--- src/rtl/pack_serializer.sv ---
// pack_serializer: accepts one wide packet word, decodes its header and streams the payload lanes as beats.
//   clk       - sole clock
//   rst_n     - synchronous active-low reset
//   in_valid  - packet word offered; in_ready high only while idle; in_pack is the packet word
//   out_*     - payload beat stream (valid/ready handshake, sop on first beat, eop on last beat)
//   prior_o, addr_o, len_o - header fields of the last valid packet, presented from its header cycle
//   wr_ena, rd_ena - one-cycle command pulse in the header cycle (rd when length <= RD_MAX_LEN)
//   err_len   - one-cycle pulse when the header length is zero or does not fit in the word
//   pkt_cnt   - count of fully delivered packets, wrapping at 16 bits
module pack_serializer #(
    parameter int DATA_WIDTH   = 8,
    parameter int PACK_LANES   = 128,
    parameter int PRIORITY_BIT = 3,
    parameter int ADDR_BIT     = 14,
    parameter int RD_MAX_LEN   = 4
) (
    input  logic                             clk,
    input  logic                             rst_n,
    input  logic                             in_valid,
    output logic                             in_ready,
    input  logic [PACK_LANES*DATA_WIDTH-1:0] in_pack,
    output logic                             out_valid,
    input  logic                             out_ready,
    output logic [DATA_WIDTH-1:0]            out_data,
    output logic                             out_sop,
    output logic                             out_eop,
    output logic [PRIORITY_BIT-1:0]          prior_o,
    output logic [ADDR_BIT-1:0]              addr_o,
    output logic [7:0]                       len_o,
    output logic                             wr_ena,
    output logic                             rd_ena,
    output logic                             err_len,
    output logic [15:0]                      pkt_cnt
);
    localparam int IW = $clog2(PACK_LANES);

    typedef enum logic [1:0] {IDLE, HDR, STREAM} state_t;

    state_t                           state, state_nx;
    logic [PACK_LANES*DATA_WIDTH-1:0] pack_q;
    logic [DATA_WIDTH-1:0]            lanes [PACK_LANES];
    logic [IW-1:0]                    idx;
    logic [IW-1:0]                    lane_sel;
    logic [PRIORITY_BIT-1:0]          prior_q;
    logic [ADDR_BIT-1:0]              addr_q;
    logic [7:0]                       len_q;
    logic [7:0]                       hdr_len;
    logic [PRIORITY_BIT-1:0]          hdr_prior;
    logic [ADDR_BIT-1:0]              hdr_addr;
    logic                             len_bad;
    logic                             cmd;
    logic                             last;
    logic                             accept;
    logic                             fire;

    // lane 0 is the most significant lane of the word
    for (genvar k = 0; k < PACK_LANES; k++) begin : g_lane
        assign lanes[k] = pack_q[(PACK_LANES-k)*DATA_WIDTH-1 -: DATA_WIDTH];
    end

    assign hdr_len   = 8'(lanes[0]);
    assign hdr_prior = PRIORITY_BIT'(lanes[1]);
    assign hdr_addr  = ADDR_BIT'({lanes[2], lanes[3]});
    assign len_bad   = (hdr_len == 8'd0) || (int'(hdr_len) > PACK_LANES - 4);
    assign cmd       = (state == HDR) && !len_bad;

    // idx never exceeds L-1 <= PACK_LANES-5, so the payload lane index stays in range
    assign lane_sel  = idx + IW'(4);
    assign last      = int'(idx) == int'(hdr_len) - 1;

    // gating with rst_n keeps the word refused for as long as reset is held
    assign in_ready  = rst_n && (state == IDLE);
    assign accept    = in_valid && in_ready;
    assign out_valid = state == STREAM;
    assign fire      = out_valid && out_ready;
    assign out_data  = out_valid ? lanes[lane_sel] : '0;
    assign out_sop   = out_valid && (idx == '0);
    assign out_eop   = out_valid && last;
    assign err_len   = (state == HDR) && len_bad;
    assign rd_ena    = cmd && (int'(hdr_len) <= RD_MAX_LEN);
    assign wr_ena    = cmd && (int'(hdr_len) > RD_MAX_LEN);

    // new header fields show up alongside the command pulse, then hold from the registers
    assign prior_o   = cmd ? hdr_prior : prior_q;
    assign addr_o    = cmd ? hdr_addr : addr_q;
    assign len_o     = cmd ? hdr_len : len_q;

    always_comb begin
        state_nx = state;
        case (state)
            IDLE:    state_nx = accept ? HDR : IDLE;
            HDR:     state_nx = len_bad ? IDLE : STREAM;
            STREAM:  state_nx = (fire && last) ? IDLE : STREAM;
            default: state_nx = IDLE;
        endcase
    end

    always_ff @(posedge clk) begin
        if (!rst_n) begin
            state   <= IDLE;
            idx     <= '0;
            prior_q <= '0;
            addr_q  <= '0;
            len_q   <= '0;
            pkt_cnt <= '0;
        end else begin
            state <= state_nx;
            if (cmd) begin
                prior_q <= hdr_prior;
                addr_q  <= hdr_addr;
                len_q   <= hdr_len;
                idx     <= '0;
            end
            if (fire) begin
                idx <= last ? '0 : idx + 1'b1;
                if (last)
                    pkt_cnt <= pkt_cnt + 1'b1;
            end
        end
    end

    // the word only needs holding while a packet is in flight, so it carries no reset
    always_ff @(posedge clk) begin
        if (accept)
            pack_q <= in_pack;
    end

endmodule

--- config.mk ---
export PLATFORM = sky130hd
export DESIGN_NAME = pack_serializer
export DESIGN_NICKNAME = d
export VERILOG_FILES = /design/src/rtl/pack_serializer.sv
export SDC_FILE = /design/constraint.sdc
export NUM_CORES = 1
export LEC_CHECK = 0
export ABC_AREA = 1
export CAP_MARGIN = 30
export CORE_AREA = 5 5 417 419
export DETAILED_ROUTE_END_ITERATION = 8
export DIE_AREA = 0 0 422 424
export PLACE_DENSITY = 0.52
export SYNTH_ARGS = -nofsm -noshare
export SYNTH_HDL_FRONTEND = slang
export SYNTH_SLANG_ARGS = --single-unit
--- constraint.sdc ---
create_clock -name clk -period 30 [get_ports clk]
set_input_delay 6 -clock clk [delete_from_list [all_inputs] [get_ports clk]]
set_output_delay 6 -clock clk [all_outputs]
set_load 0.1 [all_outputs]
* After elaboration in Yosys (flattened, before gate mapping)
Index checks and enable logic that the tools add are counted.
Storage, ports and cells: flip-flop bits (word level) 1074, input port bits 1028, output and inout port bits 56, logic and storage cells 50
Operators by class: $add $sub $neg 4, magnitude comparators 4, eq/ne operators 3, multiplexer cells 14, bitwise gates (word level) 1, reduce and logical (&&, ||, !) cells 17
Operators by type and width (number):
- binary-select mux 8 bit (select 7 bit) | 1
- 2-to-1 mux 8 bit | 4
- 2-to-1 mux 7 bit | 3
- adder 16 x 1 -> 16 bit, second input constant | 1
- 2-to-1 mux 14 bit | 1
- logical AND 1 bit | 10
- equality test 8 x 9 -> 1 bit | 1
- subtractor 8 x 1 -> 9 bit, second input constant | 1
- greater-or-equal comparator 8 bit, second input constant | 1
- > comparator 8 x 3 -> 1 bit, second input constant | 1
- > comparator 8 x 7 -> 1 bit, second input constant | 1
- <= comparator 8 x 3 -> 1 bit, second input constant | 1
- zero test 8 bit | 1
- NOT 7 -> 8 bit | 1
- adder 7 x 1 -> 7 bit, second input constant | 1
- adder 7 x 3 -> 7 bit, second input constant | 1
- zero test 7 bit | 1
- case mux 2 bit (3 select lines) | 1
- 2-to-1 mux 2 bit | 2
- 2-to-1 mux 3 bit | 1
- equality test 2 x 1 -> 1 bit, second input constant | 1
- equality test 2 bit, second input constant | 1
- zero test 2 bit | 1
- AND reduction 2 bit | 1
- 4 further kinds | 4

* Depth between registers and ports, before layout
depth after elaboration 6, depth in mapped cells 14, mapped depth without buffers 12

* Worst setup path before layout
Ideal clock, no wire load.
path type input to register, start point input rst_n, end point register pack_q[0], in the netlist lanes[0], enable pin, setup time 1526 ps, data arrival time 31223 ps, required time 28474 ps, setup slack -2749 ps, stages 3, buffers on the path 0, path through inv_1 nor3_1 and2_1
Between the ends: word-level cells in the longest chain between the ends 2
Ends and longest elaborated chain:
- start, declared | RTL line 18 | input logic rst_n,
- logical AND 1 bit | RTL line 72 | assign in_ready = rst_n && (state == IDLE);
- named net in_ready | RTL line 20 | output logic in_ready,
- logical AND 1 bit | RTL line 73 | assign accept = in_valid && in_ready;
- named net accept | RTL line 53 | logic accept;
- end signal, assigned | RTL line 125 | pack_q <= in_pack;
- end, declared | RTL line 40 | logic [PACK_LANES*DATA_WIDTH-1:0] pack_q;
The timed path passes the listed nets, and every way through them passes these cells. A chain may end at the register's enable or synchronous reset.

* Worst setup path after layout
start point input rst_n, end point output in_ready
Between the ends: word-level cells in the longest chain between the ends 1
Ends and longest elaborated chain (RTL line):
- logical AND 1 bit | 72
- end, declared | 20
Every way passes these cells.

==> impl_metrics.py <==
metrics = {
    "global_route": {
        "antenna_found_initial": 97,
        "track_usage": 0.207,
        "grt_pass1_wl_microns": 261000,
        "overflow": 0,
        "grt_max_degree": 136,
        "grt_pass1_vias": 33190,
    },
    "worst_setup_path": {
        "worst_ep_arrival_time_ns": 8.46,
        "worstSetupPathDepth": 4,
        "path_common_cell": "clkdlybuf4s50_1",
        "cp.required_ns": 24.00,
        "critPathBufInv": 3,
        "critPathTopFamily": "buffers and inverters",
        "path_cells": "clkdlybuf4s50_1, inv_1, nor3_1, clkdlybuf4s50_1",
        "slowest_delay_ns": 1.22,
        "rr_worst_depth": 7,
        "path_class": "in2out",
        "cp-end-kind": "output pin",
        "slowest_stage": "clkdlybuf4s50_1",
        "cp_max_fo": 10,
        "critPathLaunchType": "input pin",
    },
    "logic_synthesis": {
        "ys_warn_count": 0,
        "yosys.area.top_type": "edfxtp_1",
        "synth_cell_types": 36,
        "syn-mean-instance-area_sq_um": 11.6,
        "netlist_area_sq_um": 43800,
        "postSynthNetCount": 4802,
        "synth.yosys.seq_area_share": 0.724,
        "synthCells": 3768,
        "synthTopCellsByArea": "edfxtp_1, nand2_1, nand3_1",
        "synthFlopType": "edfxtp_1",
        "synth-seq-cells": 1074,
        "synth-edff-count": 1024,
        "netlist.area_leader.share": 0.701,
        "synth_async_sr_flop_share": 0,
    },
    "clocking": {
        "cts_buffers": 120,
        "clock-sinks": 1074,
        "post_cts_resized": 0,
        "clockBufferDepth": 3,
        "clkLatencyLatePin_ns": 0.78,
        "cts_setup_buffers": 0,
        "cts_tree": "built",
        "cts_root_buf": "clkbuf_16",
        "htree_levels": 3,
        "hold_buffers": 0,
        "clkTransAtPathRegs_ns": 0.06,
    },
    "placement": {
        "io_buffer_count": 1083,
        "gp_congestion": 0.890,
        "placed_area_sq_um": 57400,
        "dpl.hpwl_microns": 142000,
    },
    "timing": {
        "slew_violations": 0,
        "grt_setup_unrepaired": "false",
        "fmax_mhz": 69.2,
        "min_period_ns": 14.46,
        "skew_ns": 0.0340,
        "slew_headroom": 0.308,
        "timing.final.crit_share": 0.482,
        "tightest_slew_ns": 1.03,
        "hold_slack_ns": 0.464,
        "setup_violations": 0,
        "setup_tns_ns": 0,
        "hold_violations": 0,
    },
    "layout": {
        "fin_nets": 5850,
        "drive_above_1_share": 0.0582,
        "fin_area_sq_um": 61500,
        "synthToLayoutAreaGrowth_pct": 40.2,
    },
    "die": {
        "core_sq_um": 170000,
        "pin_count": 1084,
        "die_y_microns": 424,
        "die_w_microns": 422,
        "initial_core_util": 0.258,
        "rows": 152,
        "dieArea_sq_um": 179000,
    },
    "pwr": {
        "switching_share": 0.228,
        "p_sw_uw": 798,
        "clkPwrFrac": 0.417,
        "power.density_nw_per_um2": 56.9,
        "power.internal_mw": 2.70,
        "p_leak_nw": 21.8,
        "sequentialPowerShare": 0.498,
        "vdd_drop_max_v": 0.0000505,
        "power_frac_comb": 0.086,
    },
    "route": {
        "wire_per_inst_microns": 26.8,
        "dr_total_vias": 33793,
        "drtIter0Drc": 3444,
        "drc_errors": 0,
        "dr.pass1.iters": 6,
        "ant_nets": 0,
        "routed_via_density": 4.68,
        "routed_wirelength_microns": 194000,
    },
    "worst_hold_path": {
        "worstHoldPathCells": 2,
        "hp-class": "reg2reg",
    },
    "run_status": {
        "status": "completed",
    },
    "job": {
        "max_cap_viol_count": 0,
    },
}
==> synth_stat cells, types with 10 or more instances <==
master	count
nand2_1	1280
edfxtp_1	1024
nand3_1	952
buf_2	144
clkbuf_1	55
dfxtp_1	50
nor2_1	43
a21oi_1	41
inv_1	26
buf_4	21
nand4_1	19
buf_1	13
nand2_2	12
xnor2_1	11
xor2_1	11
nor3_1	10
==> through the flow <==
stage | total power, mW | utilization | instances | setup slack, ns
floorplan | 1.90 | - | 3768 | 8.56
global route | 3.62 | 0.361 | 7206 | 15.43
detailed placement | 2.07 | 0.337 | 6922 | 15.57
global placement | 2.06 | 0.334 | 6901 | 15.58
finish | 3.50 | 0.361 | 7217 | 15.54
CTS | 3.53 | 0.359 | 7144 | 15.56
==> cell families (layout without fill, tap and decap cells) <==
family,count (synthesis),in the layout,synth area share
other,0,68,0
AOI/OAI and AO/OA,57,57,0.00748
buffers and inverters,271,1419,0.0299
adders and majority gates,6,6,0.00171
xor gates and xnor gates,22,22,0.00440
DFF,1074,1074,0.724
and+or+nand+nor,2338,2338,0.232
==> worst paths after layout <==
| path | startpoint | slack [ns] | to |
|---|---|---|---|
| min reg2reg | len_q[7] | 0.46 | len_q[7] |
| max | rst_n | 15.54 | in_ready |
| min | len_q[7] | 0.46 | len_q[7] |
| max reg2reg | state[0] | 24.30 | lanes[877] |
==> state kept, by name, indices dropped and copies added, names as in the netlist <==
signal	cells
idx	7
lanes	1024
pkt_cnt	16
state	2
prior_q	3
len_q	8
addr_q	14
==> worst min-delay path: stages (launching register included) <==
cell and delay, ns:
dfxtp_1 0.29, nand2_1 0.09, nor2_1 0.04
==> power by group through the flow <==
stage	logic, mW	clock network [mW]	registers (mW)
2_1_floorplan	0.0986	0	1.80
3_3_place_gp	0.289	0	1.77
3_5_place_dp	0.298	0	1.77
4_1_cts	0.299	1.49	1.74
5_1_grt	0.319	1.55	1.75
6_report	0.299	1.46	1.74
==> metal layers <==
| layer | part of all wire | vias up | wire length, microns | track usage |
|---|---|---|---|---|
| met5 | 0.00092 | - | 178 | 0 |
| met4 | 0.036 | 26 | 6930 | 0.0884 |
| met3 | 0.066 | 299 | 12900 | 0.0468 |
| met2 | 0.51 | 1424 | 99200 | 0.358 |
| met1 | 0.38 | 16557 | 74500 | 0.248 |
| li1 | - | 15487 | - | - |
==> layout make-up <==
class                      count  area (sq um)
antenna                       68           170
clock buffer                 155          3200
tap                         2233          2790
inverter                      34           153
timing repair buffer        1163         12000
multi-input combinational   2423         10800
sequential                  1074         31800
fill                       16784        109000
clock inverter                67           592
==> cell usage in the layout (no fill, tap or decap), types with 19 or more instances in the layout <==
cell type,instances
clkbuf_16,123
nor2_1,41
a21oi_1,41
inv_1,25
nand4_1,19
edfxtp_1,1024
clkbuf_1,32
buf_4,52
buf_16,26
diode_2,68
clkinv_1,35
clkdlybuf4s50_1,1083
nand3_1,952
nand2_1,1280
dfxtp_1,47
Note: power is estimated with default switching activity, not from simulation.
